File: src/rtl/hs_fifo_mc_sfifo.sv
// Multi-channel synchronous FIFO: CH_NUM independent FIFOs in one partitioned array,
// one write port and one read port steered by channel index, optional packet commit/drop.
package hs_fifo_mc_sfifo_pkg;
    typedef enum logic {FALSE = 1'b0, TRUE = 1'b1} bool_e;
endpackage

module hs_fifo_mc_sfifo
    import hs_fifo_mc_sfifo_pkg::*;
#(
    parameter type   DATA_TYPE        = logic [15:0],
    parameter int    CH_NUM           = 4,
    parameter int    CH_DEPTH         = 32,
    parameter int    ALMOST_FULL_LVL  = CH_DEPTH,
    parameter int    ALMOST_EMPTY_LVL = 0,
    parameter bool_e EN_PACKET_MODE   = FALSE,
    parameter bool_e EN_DROP_PACKET   = FALSE,
    localparam int   CH_W             = (CH_NUM > 1) ? $clog2(CH_NUM) : 1,
    localparam int   CNT_W            = $clog2(CH_DEPTH) + 1
)(
    input  logic                      clk,
    input  logic                      rst,
    input  logic                      wr_valid,
    output logic                      wr_ready,
    input  logic [CH_W-1:0]           wr_ch,
    input  DATA_TYPE                  wr_data,
    input  logic                      wr_last,
    input  logic                      wr_drop,
    input  logic [CH_W-1:0]           rd_ch,
    output logic                      rd_valid,
    input  logic                      rd_ready,
    output DATA_TYPE                  rd_data,
    output logic                      rd_last,
    output logic [CH_NUM*CNT_W-1:0]   ch_count,
    output logic [CH_NUM-1:0]         ch_full,
    output logic [CH_NUM-1:0]         ch_empty,
    output logic [CH_NUM-1:0]         ch_almost_full,
    output logic [CH_NUM-1:0]         ch_almost_empty
);
    localparam int AW = CH_W + CNT_W - 1;
    localparam logic [CNT_W-1:0] DEPTH_C = CNT_W'(CH_DEPTH);
    localparam logic [CNT_W-1:0] AF_C    = CNT_W'(ALMOST_FULL_LVL);
    localparam logic [CNT_W-1:0] AE_C    = CNT_W'(ALMOST_EMPTY_LVL);

    typedef struct packed {
        logic     last;
        DATA_TYPE data;
    } entry_t;

    entry_t mem [2**AW];

    logic [CH_NUM-1:0][CNT_W-1:0] wr_ptr_all;
    logic [CH_NUM-1:0][CNT_W-1:0] rd_ptr_all;
    logic [CH_NUM-1:0]            wr_sel;
    logic [CH_NUM-1:0]            rd_sel;
    logic                         drop_en;
    logic                         wr_fire;
    logic                         rd_fire;
    logic [CNT_W-1:0]             wr_ptr_cur;
    logic [CNT_W-1:0]             rd_ptr_cur;
    logic [AW-1:0]                wr_addr;
    logic [AW-1:0]                rd_addr;
    entry_t                       rd_entry;

    // A drop cycle swallows any beat presented alongside it.
    assign drop_en  = (EN_DROP_PACKET == TRUE) && wr_drop;
    assign wr_ready = |(wr_sel & ~ch_full);
    assign rd_valid = |(rd_sel & ~ch_empty);
    assign wr_fire  = wr_valid && wr_ready && !drop_en;
    assign rd_fire  = rd_valid && rd_ready;

    always_comb begin
        wr_ptr_cur = '0;
        rd_ptr_cur = '0;
        for (int i = 0; i < CH_NUM; i++) begin
            if (wr_sel[i]) wr_ptr_cur = wr_ptr_all[i];
            if (rd_sel[i]) rd_ptr_cur = rd_ptr_all[i];
        end
    end

    assign wr_addr = {wr_ch, wr_ptr_cur[CNT_W-2:0]};
    assign rd_addr = {rd_ch, rd_ptr_cur[CNT_W-2:0]};

    always_ff @(posedge clk) begin
        if (wr_fire) begin
            mem[wr_addr] <= '{last: wr_last, data: wr_data};
        end
    end

    // Head is read combinationally so the selected channel's data falls through immediately.
    assign rd_entry = mem[rd_addr];
    assign rd_data  = rd_entry.data;
    assign rd_last  = rd_entry.last;

    for (genvar gi = 0; gi < CH_NUM; gi++) begin : g_ch
        logic [CNT_W-1:0] wr_ptr_reg;
        logic [CNT_W-1:0] rd_ptr_reg;
        logic [CNT_W-1:0] cmt_ptr_reg;
        logic [CNT_W-1:0] wr_ptr_next;
        logic [CNT_W-1:0] occ;
        logic [CNT_W-1:0] readable;

        assign wr_sel[gi]  = (wr_ch == CH_W'(gi));
        assign rd_sel[gi]  = (rd_ch == CH_W'(gi));
        assign wr_ptr_next = wr_ptr_reg + CNT_W'(1);

        always_ff @(posedge clk) begin
            if (rst) begin
                wr_ptr_reg  <= '0;
                rd_ptr_reg  <= '0;
                cmt_ptr_reg <= '0;
            end else begin
                if (drop_en && wr_sel[gi]) begin
                    wr_ptr_reg <= cmt_ptr_reg;
                end else if (wr_fire && wr_sel[gi]) begin
                    wr_ptr_reg <= wr_ptr_next;
                    if (wr_last) begin
                        cmt_ptr_reg <= wr_ptr_next;
                    end
                end
                if (rd_fire && rd_sel[gi]) begin
                    rd_ptr_reg <= rd_ptr_reg + CNT_W'(1);
                end
            end
        end

        // Full tracks physical occupancy; everything else tracks what a reader may see.
        assign occ      = wr_ptr_reg - rd_ptr_reg;
        assign readable = (EN_PACKET_MODE == TRUE) ? (cmt_ptr_reg - rd_ptr_reg) : occ;

        assign wr_ptr_all[gi]                 = wr_ptr_reg;
        assign rd_ptr_all[gi]                 = rd_ptr_reg;
        assign ch_count[gi*CNT_W +: CNT_W]    = readable;
        assign ch_empty[gi]                   = (readable == '0);
        assign ch_full[gi]                    = (occ == DEPTH_C);
        assign ch_almost_full[gi]             = (readable >= AF_C);
        assign ch_almost_empty[gi]            = (readable <= AE_C);
    end

endmodule
File: config.mk
export PLATFORM = sky130hd
export DESIGN_NAME = hs_fifo_mc_sfifo
export DESIGN_NICKNAME = d
export VERILOG_FILES = /design/src/rtl/hs_fifo_mc_sfifo.sv
export SDC_FILE = /design/constraint.sdc
export NUM_CORES = 2
export LEC_CHECK = 0
export ABC_CLOCK_PERIOD_IN_PS = 10500
export CELL_PAD_IN_SITES_DETAIL_PLACEMENT = 1
export CELL_PAD_IN_SITES_GLOBAL_PLACEMENT = 2
export CORE_MARGIN = 4
export CORE_UTILIZATION = 30
export DETAILED_ROUTE_END_ITERATION = 16
export PLACE_DENSITY = 0.55
export SYNTH_ARGS = -nofsm -noshare
export SYNTH_HDL_FRONTEND = slang
export SYNTH_SLANG_ARGS = --single-unit
File: constraint.sdc
create_clock -name clk -period 10.5 [get_ports clk]
set_input_delay 2.1 -clock clk [delete_from_list [all_inputs] [get_ports clk]]
set_output_delay 2.1 -clock clk [all_outputs]
set_load 0.03 [all_outputs]
# Yosys cells after proc, flatten, opt, wreduce, memory -nomap -nowiden
# Memories as Yosys holds them, arrays and structs flattened.
# Index checks and enable logic that the tools add are counted.
[totals]
regBits = 48
ramBits = 2176
inputBits = 26
output_inout_bits = 59
elab_cells = 71
n_memories = 1
[classes]
add_sub_neg = 12
magnitude_cmp = 8
n_eq_ne = 10
mux = 10
n_bitwise = 4
reduce_logical = 18
[mem_list]
columns = ["name", "depth", "width", "read_ports", "rd_ports_with_merged_regs", "write_ports", "line_no", "text"]
rows = [
  ["mem", 128, 17, 1, 0, 1, "49", "entry_t mem [2**AW];"],
]
[op_table]
columns = ["cell", "count"]
rows = [
  ["adder 6 x 1 -> 6 bit (second input constant)", 8],
  ["two-way mux 5 bit", 8],
  ["equality test 6 bit (second input constant)", 4],
  ["greater-or-equal comparator 6 bit (second input constant)", 4],
  ["<= comparator 6 x 1 -> 1 bit (second input constant)", 4],
  ["logical NOT 6 bit", 4],
  ["subtractor 6 bit", 4],
  ["logical AND 1 bit", 10],
  ["bitwise AND 4 bit", 2],
  ["equality test 2 bit (second input constant)", 4],
  ["NOT 4 bit", 2],
  ["OR reduction 4 bit", 2],
  ["equality test 2 x 1 -> 1 bit (second input constant)", 2],
  ["logical NOT 2 bit", 2],
  ["two-way mux 1 bit", 2],
]

# Logic depth before layout (Yosys ltp)
[logic_depth]
depth_word = 8
depth_mapped = 15
depth_no_buf = 14

# Least setup slack after synthesis
# No wires, ideal clock.
[synth_timing]
path_type = "input to output"
start = "in rd_ch[0]"
end = "out rd_data[12] (netlist bit)"
t_arrival_ps = 4679
t_required_ps = 8400
path_slack_ps = 3721
stages = 10
n_path_buf = 4
cell_sequence = "buf_2 -> mux4_2 -> buf_2 -> buf_2 -> nor2b_1 -> clkbuf_1 -> a22oi_1 -> o22ai_1 -> o21ai_0 -> a31oi_1"
[synth_rtl]
columns = ["element", "line_no", "text"]
rows = [
  ["start, declared", "28", "input logic [CH_W-1:0] rd_ch,"],
  ["end, declared", "31", "output DATA_TYPE rd_data,"],
]

# Worst setup path after layout
[layout_timing]
start = "in rd_ch[1]"
end = "out rd_last"
[layout_between]
elab_chain_cells = 6
word_cells_on_any_way = 9
[layout_rtl]
columns = ["element", "line_no", "text"]
rows = [
  ["logical NOT 2 bit", "103", "assign rd_sel[gi] = (rd_ch == CH_W'(gi));"],
  ["two-way mux 5 bit (4 in series)", "76", "if (rd_sel[i]) rd_ptr_cur = rd_ptr_all[i];"],
  ["memory (128 x 17 bit) (*)", "--", ""],
  ["end, declared", "32", "output logic rd_last,"],
]
# Mark *: on every way between the ends. The rest lies on a longest branch, timed or not.

==> flow_summary.json <==
{
  "fin_skew_ns": 0.08150,
  "io_buffers": 83,
  "design_area_sq_mm": 0.1027,
  "cellLeakagePower_nw": 31.87,
  "tritoncts": "done",
  "clock.fmax_ghz": 0.1079,
  "critPathMaxFanout": 51,
  "slew-limit-headroom": 0.09781,
  "cpPeakStageDelay_ns": 1.04,
  "grt_overflow": 0,
  "dr.first_iter.drc_count": 4535,
  "root_buffer": "clkbuf_16",
  "viasPerCell": 5.151,
  "postCtsSetupBuffers": 0,
  "async_flop_share": 0,
  "htree_levels": 4,
  "setup_viol": 0,
  "cp.required_ns": 8.40,
  "total_power_mw": 19.11,
  "drc": 0,
  "cap_viol_max_count": 0,
  "ctsResizeCount": 0,
  "comb_power_share": 0.048,
  "seq_area_frac_synth": 0.7560,
  "synth_cells": 4636,
  "period_needed_ns": 9.269,
  "seq_power_share": 0.511,
  "critPathLaunchType": "input pin",
  "gp_congestion": 0.8036,
  "min_delay_path_depth": 2,
  "row_count": 198,
  "synth_xor_area_frac": 0.004494,
  "fp.dieW_um": 548.7,
  "yosys.area_share.simple": 0.05050,
  "largest_reg_flops": 2176,
  "die_h_um": 548.7,
  "tns_ns": 0,
  "vias": 46840,
  "avgSynthCellArea_sq_um": 18.92,
  "clock_power_share": 0.441,
  "ant_nets": 0,
  "crit_type": "in -> out",
  "ff2ff_path_depth": 11,
  "path_clk_slew_ns": 0.06,
  "num-nets-final": 5038,
  "switchingPower_mw": 4.235,
  "synth_area_sq_mm": 0.08771,
  "fp.coreArea_sq_mm": 0.2911,
  "final_layout_size_suffix_gt1_frac": 0.2403,
  "clock-sinks": 2224,
  "crit_chain": "buf_2 > mux4_4 > buf_12 > mux4_2 > a2111oi_0 > a21oi_1 > o21ai_0 > nand4_1 > clkdlybuf4s50_1",
  "synth_edf_count": 2176,
  "fin_util": 0.3527,
  "post_dp_cell_area_sq_mm": 0.09487,
  "fin_crit_sh": 0.8828,
  "status": "finished, final reports clean",
  "synth_ff_type": "edfxtp_1",
  "cts_buffers": 247,
  "layout_setup_ws_ns": 1.231,
  "ys_ff_latch": 2224,
  "detail_route.wirelength_um": 287300,
  "crit_path_end_kind": "output port",
  "synthAdderAreaFrac": 0.004907,
  "dp_slack_ns": 1.219,
  "grt_pass1_vias": 48790,
  "hold_viol": 0,
  "hold_class": "reg -> reg",
  "clk_latency_ns": 0.93,
  "yosys_warnings": 0,
  "p_per_area_mw_per_mm2": 186.2,
  "arrival_ns": 7.17,
  "drt_pre_antenna_iters": 5,
  "pin_count": 85,
  "synth_top_area_frac": 0.7450,
  "worstMarginPinSlew_ns": 1.319,
  "routedWlPerCell_um": 31.59,
  "clock_path_buffers": 4,
  "die-area_sq_mm": 0.3011,
  "rsz0062_at_grt": "false",
  "cts_hold_buf": 0,
  "vdd_ir_drop_max_mv": 0.1428,
  "report.final.slew_viol_count": 0,
  "slowest_stage": "mux4_4",
  "grt_pass1_wl_um": 400300,
  "synth-compound-area-share": 0.03360,
  "syn_nets": 4694,
  "ys_types": 65,
  "synthMuxAreaShare": 0.1334,
  "synth_top_family_by_area": "multiplexers",
  "p_int_mw": 14.87,
  "synth_largest_area_cell": "edfxtp_1",
  "grt_max_degree": 89,
  "antenna_found_initial": 15,
  "area_delta_synth_final_pct": 17.05,
  "grt_util_all_layers": 0.1880,
  "swShare": 0.2216,
  "netlist_top_cells_area": "edfxtp_1, mux4_2, nand2_1",
  "start_util": 0.3013,
  "dpl.hpwl_um": 177700
}
==> power by group through the flow <==
stage          Sequential (mW)  Clock, mW  Combinational (mW)
6_report                  9.77       8.44               0.908
5_1_grt                   9.76       9.02               0.957
3_5_place_dp              9.95          0               0.925
2_1_floorplan             9.95          0               0.409
4_1_cts                   9.77       8.64               0.927
3_3_place_gp              9.95          0               0.914
==> cell usage after synthesis, types with 4 or more instances <==
library cell	n
buf_4	34
o21ai_0	37
nand3b_1	4
a311oi_1	22
inv_1	51
a32o_1	4
o21a_1	8
nor2b_1	18
xnor2_1	25
a21oi_1	83
nor4_1	9
buf_1	32
a22o_1	4
o2111ai_1	9
buf_6	8
nand2_1	506
a32oi_1	27
edfxtp_1	2176
a2111oi_0	13
mux2i_1	108
o41ai_1	6
nand3_1	118
xor2_1	20
or3_1	14
and2_1	11
a31oi_1	40
ha_1	28
buf_2	99
clkbuf_1	90
o221ai_1	15
nor2_1	206
a22oi_1	59
a221oi_1	10
and3_1	60
o22ai_1	12
a41oi_1	6
o211ai_1	8
a211o_1	5
fa_1	4
a211oi_1	20
nand4_1	33
mux4_2	466
nor3_1	33
dfxtp_1	48
mux2_2	9
==> through the flow <==
stage               hold WS, ns  instances
global route             0.5427       9084
finish                   0.5012       9092
floorplan                0.4575       4636
global placement         0.4891       8631
detailed placement       0.4979       8631
CTS                      0.5073       9082
==> layout by cell type (no fill, tap or decap), drive strengths merged, types with 8 or more instances in the layout <==
cell              n
a221oi           10
mux2i           108
nand4            34
and3             60
nor2            206
buf             295
nor4              9
a211oi           23
and2             11
clkinv          112
nor3             33
mux4            466
o221ai           15
ha               28
mux2             11
xnor2            25
xor2             20
o22ai            12
nor2b            18
a311oi           22
clkbuf          308
a22oi            59
inv              60
bufinv           21
diode            10
o21ai            38
a32oi            27
o2111ai           9
a21oi            83
o21a              8
dfxtp            48
clkdlybuf4s50    63
nand3           118
o211ai           11
a2111oi          13
or3              14
a31oi            40
nand2           506
edfxtp         2176
==> layer usage <==
layer  share of wire  vias up  GRT usage  wire [um]
met2            0.48     1131     0.3045     136600
li1                -    19510          -          -
met1            0.45    25860     0.2702     130100
met4           0.026        6    0.04631       7491
met5         0.00015        -          0         43
met3           0.045      330    0.02253      13010
==> logic make-up (layout without fill, tap and decap cells) <==
family	Yosys count	count (layout)
AOI/OAI and AO/OA	413	413
buffers and inverters	317	863
and+or+nand+nor	1020	1020
xor gates and xnor gates	45	45
DFF	2224	2224
muxes	585	585
adders and majority gates	32	32
other	0	10
==> final cells by class <==
class / instances / area, sq um
tap: 3900 / 4880
sequential: 2224 / 66300
clock inverter: 143 / 1311
inverter: 54 / 202.7
timing repair buffer: 358 / 3113
fill: 28690 / 188400
antenna: 10 / 25.02
multi-input combinational: 2095 / 20370
clock buffer: 308 / 6451
==> final timing paths <==
path / from / end / slack, ns
setup / recovery: rd_ch[1] / rd_last / 1.23
hold / removal: g_ch[0].wr_ptr_reg[0] / g_ch[0].wr_ptr_reg[0] / 0.50
setup reg to reg: g_ch[0].wr_ptr_reg[4] / mem[49][11] / 4.33
hold reg to reg: g_ch[0].wr_ptr_reg[0] / g_ch[0].wr_ptr_reg[0] / 0.50
==> critical path: cells and delay by family <==
kind                   cells  cell delay, ns
AND/OR/NAND/NOR            1            0.54
AO/OA/AOI/OAI              3            1.56
buffers and inverters      3            1.36
multiplexers               2            1.51
Note: power is estimated with default switching activity, not from simulation.
